File: config.mk
export PLATFORM = sky130hd
export DESIGN_NAME = uart_rx_fsm_flat
export DESIGN_NICKNAME = d
export VERILOG_FILES = /design/src/rtl/uart_rx_fsm_if.sv /design/src/rtl/uart_rx_fsm.sv /design/src/flat_wrapper.sv
export SDC_FILE = /design/constraint.sdc
export NUM_CORES = 1
export LEC_CHECK = 0
export CORE_ASPECT_RATIO = 1.75
export CORE_MARGIN = 1
export CORE_UTILIZATION = 40
export CTS_BUF_LIST = sky130_fd_sc_hd__clkbuf_8
export CTS_CLUSTER_SIZE = 30
export DETAILED_ROUTE_END_ITERATION = 8
export GPL_ROUTABILITY_DRIVEN = 0
export MAX_ROUTING_LAYER = met4
export PLACE_DENSITY = 0.67
export SLEW_MARGIN = 15
export SYNTH_ARGS = -nofsm -noshare
export SYNTH_HDL_FRONTEND = slang
export SYNTH_SLANG_ARGS = --single-unit
export TNS_END_PERCENT = 1
File: constraint.sdc
create_clock -name CLK -period 2.12 [get_ports CLK]
set_input_delay 0.424 -clock CLK [delete_from_list [all_inputs] [get_ports CLK]]
set_output_delay 0.424 -clock CLK [all_outputs]
set_load 0.05 [all_outputs]
File: src/rtl/uart_rx_fsm_if.sv
// Control/status bundle between the UART receive FSM and its sampler/checker datapath.
// master = FSM side, slave = datapath (or bench) side.
interface uart_rx_fsm_if;
   logic       RX_IN;
   logic       PAR_EN;
   logic [5:0] Prescale;
   logic       strt_glitch;
   logic       par_err;
   logic       stp_err;
   logic [5:0] edge_cnt;
   logic [3:0] bit_cnt;
   logic       dat_samp_en;
   logic       strt_chk_en;
   logic       deser_en;
   logic       par_chk_en;
   logic       stop_chk_en;
   logic       data_valid;
   logic       frame_err;
   logic       parity_err;

   modport master (
      input  RX_IN, PAR_EN, Prescale, strt_glitch, par_err, stp_err,
      output edge_cnt, bit_cnt, dat_samp_en, strt_chk_en, deser_en,
             par_chk_en, stop_chk_en, data_valid, frame_err, parity_err
   );

   modport slave (
      output RX_IN, PAR_EN, Prescale, strt_glitch, par_err, stp_err,
      input  edge_cnt, bit_cnt, dat_samp_en, strt_chk_en, deser_en,
             par_chk_en, stop_chk_en, data_valid, frame_err, parity_err
   );
endinterface

File: src/rtl/uart_rx_fsm.sv
// UART receive sequencer: walks start/data/parity/stop bits at Prescale oversampling and
// issues one-cycle registered strobes; the frame verdict appears one cycle after stop mid+3.
module uart_rx_fsm (
   input logic            CLK,
   input logic            RST,
   uart_rx_fsm_if.master  bus
);
   typedef enum logic [2:0] {IDLE, START, DATA, PARITY, STOP} state_t;

   state_t     state;
   logic       err_flag;
   logic [5:0] half;
   logic [5:0] pre_samp;
   logic [5:0] chk_edge;
   logic [5:0] last_edge;
   logic [5:0] edge_nxt;

   // Strobes are registered, so they are launched one edge early to land on H+2.
   assign half      = {1'b0, bus.Prescale[5:1]};
   assign pre_samp  = half + 6'd1;
   assign chk_edge  = half + 6'd3;
   assign last_edge = bus.Prescale - 6'd1;
   assign edge_nxt  = (bus.edge_cnt == last_edge) ? 6'd0 : bus.edge_cnt + 6'd1;

   always_ff @(posedge CLK or negedge RST) begin
      if (!RST) begin
         state           <= IDLE;
         err_flag        <= 1'b0;
         bus.edge_cnt    <= 6'd0;
         bus.bit_cnt     <= 4'd0;
         bus.dat_samp_en <= 1'b0;
         bus.strt_chk_en <= 1'b0;
         bus.deser_en    <= 1'b0;
         bus.par_chk_en  <= 1'b0;
         bus.stop_chk_en <= 1'b0;
         bus.data_valid  <= 1'b0;
         bus.frame_err   <= 1'b0;
         bus.parity_err  <= 1'b0;
      end else begin
         bus.strt_chk_en <= 1'b0;
         bus.deser_en    <= 1'b0;
         bus.par_chk_en  <= 1'b0;
         bus.stop_chk_en <= 1'b0;
         bus.data_valid  <= 1'b0;
         bus.frame_err   <= 1'b0;
         bus.parity_err  <= 1'b0;
         case (state)
            IDLE: begin
               bus.edge_cnt <= 6'd0;
               bus.bit_cnt  <= 4'd0;
               if (!bus.RX_IN) begin
                  state           <= START;
                  bus.dat_samp_en <= 1'b1;
               end
            end
            START: begin
               bus.edge_cnt    <= edge_nxt;
               bus.strt_chk_en <= (bus.edge_cnt == pre_samp);
               if (bus.edge_cnt == chk_edge && bus.strt_glitch) begin
                  state           <= IDLE;
                  bus.edge_cnt    <= 6'd0;
                  bus.dat_samp_en <= 1'b0;
               end else if (bus.edge_cnt == last_edge) begin
                  state <= DATA;
               end
            end
            DATA: begin
               bus.edge_cnt <= edge_nxt;
               bus.deser_en <= (bus.edge_cnt == pre_samp);
               if (bus.edge_cnt == last_edge) begin
                  if (bus.bit_cnt == 4'd7) begin
                     bus.bit_cnt <= 4'd0;
                     state       <= bus.PAR_EN ? PARITY : STOP;
                  end else begin
                     bus.bit_cnt <= bus.bit_cnt + 4'd1;
                  end
               end
            end
            PARITY: begin
               bus.edge_cnt   <= edge_nxt;
               bus.par_chk_en <= (bus.edge_cnt == pre_samp);
               if (bus.edge_cnt == chk_edge)
                  err_flag <= bus.par_err;
               if (bus.edge_cnt == last_edge)
                  state <= STOP;
            end
            STOP: begin
               bus.edge_cnt    <= edge_nxt;
               bus.stop_chk_en <= (bus.edge_cnt == pre_samp);
               // Leave at mid stop bit so a start bit right behind it is not missed.
               if (bus.edge_cnt == chk_edge) begin
                  state           <= IDLE;
                  bus.edge_cnt    <= 6'd0;
                  bus.dat_samp_en <= 1'b0;
                  bus.data_valid  <= !bus.stp_err && !err_flag;
                  bus.frame_err   <= bus.stp_err;
                  bus.parity_err  <= err_flag;
                  err_flag        <= 1'b0;
               end
            end
            default: begin
               state           <= IDLE;
               bus.edge_cnt    <= 6'd0;
               bus.bit_cnt     <= 4'd0;
               bus.dat_samp_en <= 1'b0;
            end
         endcase
      end
   end
endmodule

File: src/flat_wrapper.sv
// flat-port wrapper written by rule: the top's interface ports become plain ports
module uart_rx_fsm_flat 
  (CLK, RST, bus_RX_IN, bus_PAR_EN, bus_Prescale, bus_strt_glitch, bus_par_err, bus_stp_err, bus_edge_cnt, bus_bit_cnt, bus_dat_samp_en, bus_strt_chk_en, bus_deser_en, bus_par_chk_en, bus_stop_chk_en, bus_data_valid, bus_frame_err, bus_parity_err);
  uart_rx_fsm_if bus_i ();
  input logic CLK;
  input logic RST;
  input wire logic [$bits(bus_i.RX_IN)-1:0] bus_RX_IN;
  input wire logic [$bits(bus_i.PAR_EN)-1:0] bus_PAR_EN;
  input wire logic [$bits(bus_i.Prescale)-1:0] bus_Prescale;
  input wire logic [$bits(bus_i.strt_glitch)-1:0] bus_strt_glitch;
  input wire logic [$bits(bus_i.par_err)-1:0] bus_par_err;
  input wire logic [$bits(bus_i.stp_err)-1:0] bus_stp_err;
  output wire logic [$bits(bus_i.edge_cnt)-1:0] bus_edge_cnt;
  output wire logic [$bits(bus_i.bit_cnt)-1:0] bus_bit_cnt;
  output wire logic [$bits(bus_i.dat_samp_en)-1:0] bus_dat_samp_en;
  output wire logic [$bits(bus_i.strt_chk_en)-1:0] bus_strt_chk_en;
  output wire logic [$bits(bus_i.deser_en)-1:0] bus_deser_en;
  output wire logic [$bits(bus_i.par_chk_en)-1:0] bus_par_chk_en;
  output wire logic [$bits(bus_i.stop_chk_en)-1:0] bus_stop_chk_en;
  output wire logic [$bits(bus_i.data_valid)-1:0] bus_data_valid;
  output wire logic [$bits(bus_i.frame_err)-1:0] bus_frame_err;
  output wire logic [$bits(bus_i.parity_err)-1:0] bus_parity_err;
  assign bus_i.RX_IN = bus_RX_IN;
  assign bus_i.PAR_EN = bus_PAR_EN;
  assign bus_i.Prescale = bus_Prescale;
  assign bus_i.strt_glitch = bus_strt_glitch;
  assign bus_i.par_err = bus_par_err;
  assign bus_i.stp_err = bus_stp_err;
  assign bus_edge_cnt = bus_i.edge_cnt;
  assign bus_bit_cnt = bus_i.bit_cnt;
  assign bus_dat_samp_en = bus_i.dat_samp_en;
  assign bus_strt_chk_en = bus_i.strt_chk_en;
  assign bus_deser_en = bus_i.deser_en;
  assign bus_par_chk_en = bus_i.par_chk_en;
  assign bus_stop_chk_en = bus_i.stop_chk_en;
  assign bus_data_valid = bus_i.data_valid;
  assign bus_frame_err = bus_i.frame_err;
  assign bus_parity_err = bus_i.parity_err;
  uart_rx_fsm u_core (.CLK(CLK), .RST(RST), .bus(bus_i));
endmodule
After elaboration in Yosys (flattened, before gate mapping). Index checks and enable logic that the tools add are counted.

Flip-flop bits (word level): 22. Output and inout port bits: 18. Logic and storage cells: 79.

Add/sub/neg operators: 5. Equal/unequal tests: 16. Multiplexer cells: 32. Bitwise logic cells: 2. Reduce and logical (&&, ||, !) cells: 12.

Operators by type and width (number): two-way mux 3 bit (8); equality test 6 bit (3); two-way mux 6 bit (3); one-hot mux 6 bit (3 select lines) (1); one-hot mux 3 bit (5 select lines) (1); two-way mux 1 bit (14); != test 2 x 1 -> 1 bit (second input constant) (6); two-way mux 4 bit (2); one-hot mux 4 bit (2 select lines) (1); adder 5 x 1 -> 6 bit (second input constant) (1); adder 5 x 2 -> 6 bit (second input constant) (1); adder 6 x 1 -> 6 bit (second input constant) (1); equality test 3 x 2 -> 1 bit (second input constant) (2); AND reduction 6 bit (1); subtractor 6 x 1 -> 6 bit (second input constant) (1); adder 4 x 1 -> 4 bit (second input constant) (1); equality test 4 x 3 -> 1 bit (second input constant) (1); one-hot mux 1 bit (4 select lines) (1); AND reduction 4 bit (1); equality test 3 x 1 -> 1 bit (second input constant) (1); equality test 3 bit (second input constant) (1); zero test 3 bit (1); != test 3 x 1 -> 1 bit (second input constant) (1); AND reduction 3 bit (1); other kinds (9) (12).

Logic depth before layout (Yosys ltp). Gate-level depths: netlist of the first run.

Word-level depth: 5. Mapped depth: 10. Gate-level depth less buffers: 8.

Least setup slack after synthesis of the first run. OpenSTA, ideal clock, no wires.

Path type: register to register. Start: register u_core.bus.edge_cnt[2]. End: register u_core.bus.edge_cnt[0]. Setup time: 0.091 ns. Arrival: 2.270 ns. Data required time: 2.029 ns. Slack: -0.241 ns. Stages on the path, launching flop included: 10. Buffers on the path: 3. Period minus slack after synthesis: 2.361 ns. Cells stage by stage: dfrtp_1 buf_6 xnor3_1 nor3_1 and4_1 buf_6 and3b_4 or3_1 buf_6 a211oi_2.

Cells in the longest elaborated chain, start to end: 4. Elaborated cells between the ends (all ways): 7. Classes of those cells: eq/ne (2); mux (4); reduce/logical (1).

Ends and longest elaborated chain: start: declaration (RTL line uart_rx_fsm_if.sv:23) `output edge_cnt, bit_cnt, dat_samp_en, strt_chk_en, deser_en,`; start signal: assignment (RTL line uart_rx_fsm.sv:57) `bus.edge_cnt <= edge_nxt;`; start signal: assignment (RTL line uart_rx_fsm.sv:68) `bus.edge_cnt <= edge_nxt;`; start signal: assignment (RTL line uart_rx_fsm.sv:80) `bus.edge_cnt <= edge_nxt;`; equality test 6 bit (on tied branches) (RTL line uart_rx_fsm.sv:23, uart_rx_fsm.sv:59, uart_rx_fsm.sv:91); two-way mux 6 bit / logical AND 1 bit (equally long branches) (RTL line uart_rx_fsm.sv:23, uart_rx_fsm.sv:59); two-way mux 6 bit (on tied branches) (RTL line uart_rx_fsm.sv:91, uart_rx_fsm.sv:59); one-hot mux 6 bit (3 select lines) (*) (RTL line uart_rx_fsm.sv:47) `case (state)`.

Every way passes the cells marked *; elsewhere a longest branch is shown, timed or not. A chain may end at the register's enable or synchronous reset.

Worst setup path after layout of the first run.
Start: input bus_Prescale[1]. End: register u_core.state[1].

Cells in the longest elaborated chain, start to end: 5. Elaborated cells between the ends (all ways): 12. Classes of those cells: add/sub (2); eq/ne (6); mux (2); reduce/logical (2).

Ends and longest elaborated chain: start: declaration (RTL line flat_wrapper.sv:9) `input wire logic [$bits(bus_i.Prescale)-1:0] bus_Prescale;`; adder 5 x 2 -> 6 bit (RTL line uart_rx_fsm.sv:21) `assign chk_edge = half + 6'd3;`; equality test 6 bit (RTL line uart_rx_fsm.sv:59, uart_rx_fsm.sv:91); logical AND 1 bit (RTL line uart_rx_fsm.sv:59) `if (bus.edge_cnt == chk_edge && bus.strt_glitch) begin`; != test 3 x 1 -> 1 bit (no line) / two-way mux 3 bit (equally long branches); AND reduction 6 bit (no line) / one-hot mux 3 bit (5 select lines) (equally long branches); end signal: assignment (RTL line uart_rx_fsm.sv:73) `state <= bus.PAR_EN ? PARITY : STOP;`; end: declaration (RTL line uart_rx_fsm.sv:10) `state_t state;`.

Parallel ways exist; a longest one is shown, timed or not.

==> impl_summary.txt, run 1 <==
----------------------------------------------------
[Outcome]
  Run status ... complete, no violations

[Power and ir drop]
  Largest voltage drop on the vdd net ... 0.748 mV
  Total Power Consumption ... ~2.6 mW
  Power density relative to cell area ... between 1000 and 1500 nW/µm²
  P_leak ... 0.981 nW

[Timing]
  Hold violation total from the final report ... 0
  Part of the cycle the worst path needs ... 95.9%
  Final clock skew ... 3.84 ps
  Unrepaired setup endpoints after global routing ... false
  Minimum period implied by the final worst setup slack ... approximately 2000 ps
  Relative slew margins ... 66.2%
  Tightest Pin Transition ... 505 ps
  Maximum clock frequency ... 492 MHz
  Final total negative setup slack ... 0 ps
  Total of endpoints with negative setup slack in the final report ... 0
  Number of max-slew violations in the final report ... 0

[Floorplanning]
  Initial cell density of the core ... 42.7%
  Number of rows in the core area ... 29
  Number of top-level pins ... 31
  Area enclosed by the die boundary ... 4210 µm²
  Die Y-Extent ... around 85 µm
  Die span in x ... around 49 µm
  Area of the core ... roughly 3700 µm²

[Layout]
  # diodes ... 0
  Fin cells ... about 260
  Final design instance area without fill ... 2240 µm²
  Post-synthesis to final-layout area growth ... 42.2%
  Share of final-layout standard cells stronger than drive strength 1 ... just under 30%
  Net total in the final layout ... ~240

[Job]
  Max cap viols ... 0

[Yosys]
  Number of enable flip-flop cells after synthesis ... 0
  Fraction of synthesis flops using an asynchronous set or reset pin ... 100%
  Synthesized instance count ... 162
  Library cells used by synthesis ... 49
  Net count of the mapped netlist ... around 180
  Post-synth design cell area ... between 1500 and 2000 µm²
  Most instantiated flip-flop cell in the synthesis netlist ... dfrtp_1
  Average cell area after synthesis ... ~9.7 µm²
  Flip-flop and latch count after synthesis ... 22
  Synth Warn # ... 0
  Fraction of the yosys area taken by sequential cells ... between 30% and 40%

[Worst setup path]
  WP data required ... 2290 ps
  Max Fanout on Critical Path ... 6
  Worst Setup End Kind ... register
  Kind of start point of the critical path ... primary input
  Crit path kind ... in2reg
  Data arrival time of the critical path ... 2200 ps

[GRT]
  Number of antenna violations at the first check in global routing ... 0
  Congestion Overflow GR ... 0
  Number of global-route vias before repair ... 1518
  Largest net degree at the start of global routing ... 23
  Global-route wire length before repair ... 7120 µm
  Total GRT Usage ... a little under a quarter

[Clocking]
  CTS root buffer ... clkbuf_8
  CTS Sinks ... 22
  Source-to-sink clock delay at the later pin of the worst-skew pair ... 270 ps
  Clock buffers created by TritonCTS ... 3
  Clock tree from TritonCTS ... built
  Clock slew seen by the registers of the worst setup and hold paths ... about 80 ps
  Buffer levels on the longest clock path ... 2
  Total number of H-tree levels ... 1

[Route]
  Avg WL per Cell ... about 16 µm
  Antenna violation net count after detailed routing ... 0
  Vias/cell ... 5.47
  Via count of the routed design ... around 1400
  Number of detailed-route iterations in the first pass ... 4
  Total wire length after detailed routing ... 4240 µm
  Number of DRC markers after the initial detailed-route iteration ... 44
  Number of design rule violations left after detail routing ... 0

[Placement]
  Number of input and output port buffers inserted ... 30
  Detailed placement HPWL ... 3240 µm
  Inst Count DP ... 253
  Area after detailed placement ... approximately 2100 µm²

[Worst hold path]
  Worst hold path type ... reg2reg

----------------------------------------------------
-- critical path, cell delays in order --
cell       delay, ps
buf_2            140
inv_8             40
buf_4            120
ha_1             280
xnor2_1          170
nor4_4           330
and2_4           210
bufbuf_16        250
o21ai_0           70
a21o_1           150
-- state kept, by name (all words and copies together), names as in the netlist --
register                cells
u_core.err_flag             1
u_core.bus.parity_err       1
u_core.bus.data_valid       1
u_core.bus.stop_chk_en      1
u_core.bus.frame_err        1
u_core.bus.edge_cnt         6
u_core.bus.deser_en         1
u_core.bus.dat_samp_en      1
u_core.state                3
u_core.bus.bit_cnt          4
u_core.bus.strt_chk_en      1
u_core.bus.par_chk_en       1
-- area by class of cell --
| class | count | area, µm² |
|---|---|---|
| fill | 338 | 1460 |
| sequential | 22 | 556 |
| clock inverter | 1 | 3.75 |
| inverter | 5 | 38.8 |
| multi-input combinational | 125 | 1000 |
| timing repair buffer | 59 | 544 |
| clock buffer | 3 | 41.3 |
| tap | 46 | 57.6 |
-- cell families (layout without fill, tap and decap cells) --
group                      after synthesis  in the layout  synth area share, %
xor gates and xnor gates                22             22                 13.6
DFF                                     22             22                 34.9
buffers and inverters                   15             68                 6.10
and+or+nand+nor                         55             55                 20.8
adders and majority gates                6              6                 4.75
AOI/OAI and AO/OA                       41             41                 19.3
muxes                                    1              1                0.634
-- final timing paths --
path / startpoint / endpoint / slack, ps / cells past startpoint
max reg2reg: u_core.bus.edge_cnt[3] / u_core.state[1] / 140 / 7
min reg2reg: u_core.err_flag / u_core.bus.data_valid / 480 / 1
min: u_core.err_flag / u_core.bus.data_valid / 480 / 1
max: bus_Prescale[1] / u_core.state[1] / 90 / 10
min in group asynchronous: RST / u_core.bus.bit_cnt[0] / 500 / 2
max in group asynchronous: RST / u_core.bus.edge_cnt[4] / 1380 / 2
-- synthesized netlist by cell type, drive strengths merged (3+ instances only) --
cell type  number  area, µm²
a21oi           7       35.0
o21ai           9       45.0
nand2           7       26.3
ha              6       75.1
nand3           6       30.0
buf             8       70.1
nand3b          3       22.5
dfrtp          22        551
nor3            6       30.0
and3            4       25.0
a211oi          6       70.1
o2111ai         3       26.3
xor2            8       70.1
nor2            9       33.8
inv             5       18.8
nand2b          4       25.0
xnor2          13        121
-- cell usage in the layout, fill, tap and decap left out, types with 6 or more instances in the layout --
cell type | Yosys | layout
nand3_1 | 6 | 6
a21oi_1 | 7 | 7
o21ai_0 | 9 | 8
clkdlybuf4s50_1 | 0 | 22
nor2_1 | 9 | 9
nand2_1 | 7 | 7
xor2_1 | 8 | 7
nor3_1 | 6 | 6
xnor2_1 | 12 | 10
dfrtp_1 | 22 | 18
buf_4 | 2 | 26
-- metal layers --
metal	GRT usage [%]	share of wire, %	vias up
met5	-	0	-
met3	3.05	2.8	12
met2	44.5	58	40
met4	11.4	3.1	0
met1	21.5	36	684
li1	-	-	691
-- what timing repair did --
item / CTS / global route
buffers inserted: 3 / 0
resized for setup: 29 / 2
pin swaps: 4 / 1
setup endpoints to repair: 18 / 10
gates cloned: 1 / 0
hold buffers: 0 / 0
-- power breakdown --
part	switching, mW	internal (mW)	leakage (nW)	total (mW)
clock	0.141	0.130	0.0269	0.271
combinational	0.904	0.717	0.687	1.62
sequential	0.163	0.543	0.267	0.706
-- metrics by stage --
stage | hold WS, ps | setup WS [ps] | util [%]
global route | 506 | 13.0 | 60.6
CTS | 483 | 8.50 | 60.5
global placement | 476 | -732 | 56.7
floorplan | 128 | -101 | -
detailed placement | 473 | -771 | 56.7
finish | 483 | 86.7 | 60.6
Power figures use the tool's default switching activity.
==> inputs of run 2 (changes only) <==
--- a/config.mk
+++ b/config.mk
@@ -14,7 +14,7 @@
 export GPL_ROUTABILITY_DRIVEN = 0
 export MAX_ROUTING_LAYER = met4
 export PLACE_DENSITY = 0.67
-export SLEW_MARGIN = 15
+export SLEW_MARGIN = 30
 export SYNTH_ARGS = -nofsm -noshare
 export SYNTH_HDL_FRONTEND = slang
 export SYNTH_SLANG_ARGS = --single-unit
==> results of run 2 <==
No change in the layout: final DEF, timing and power equal those of run 1.
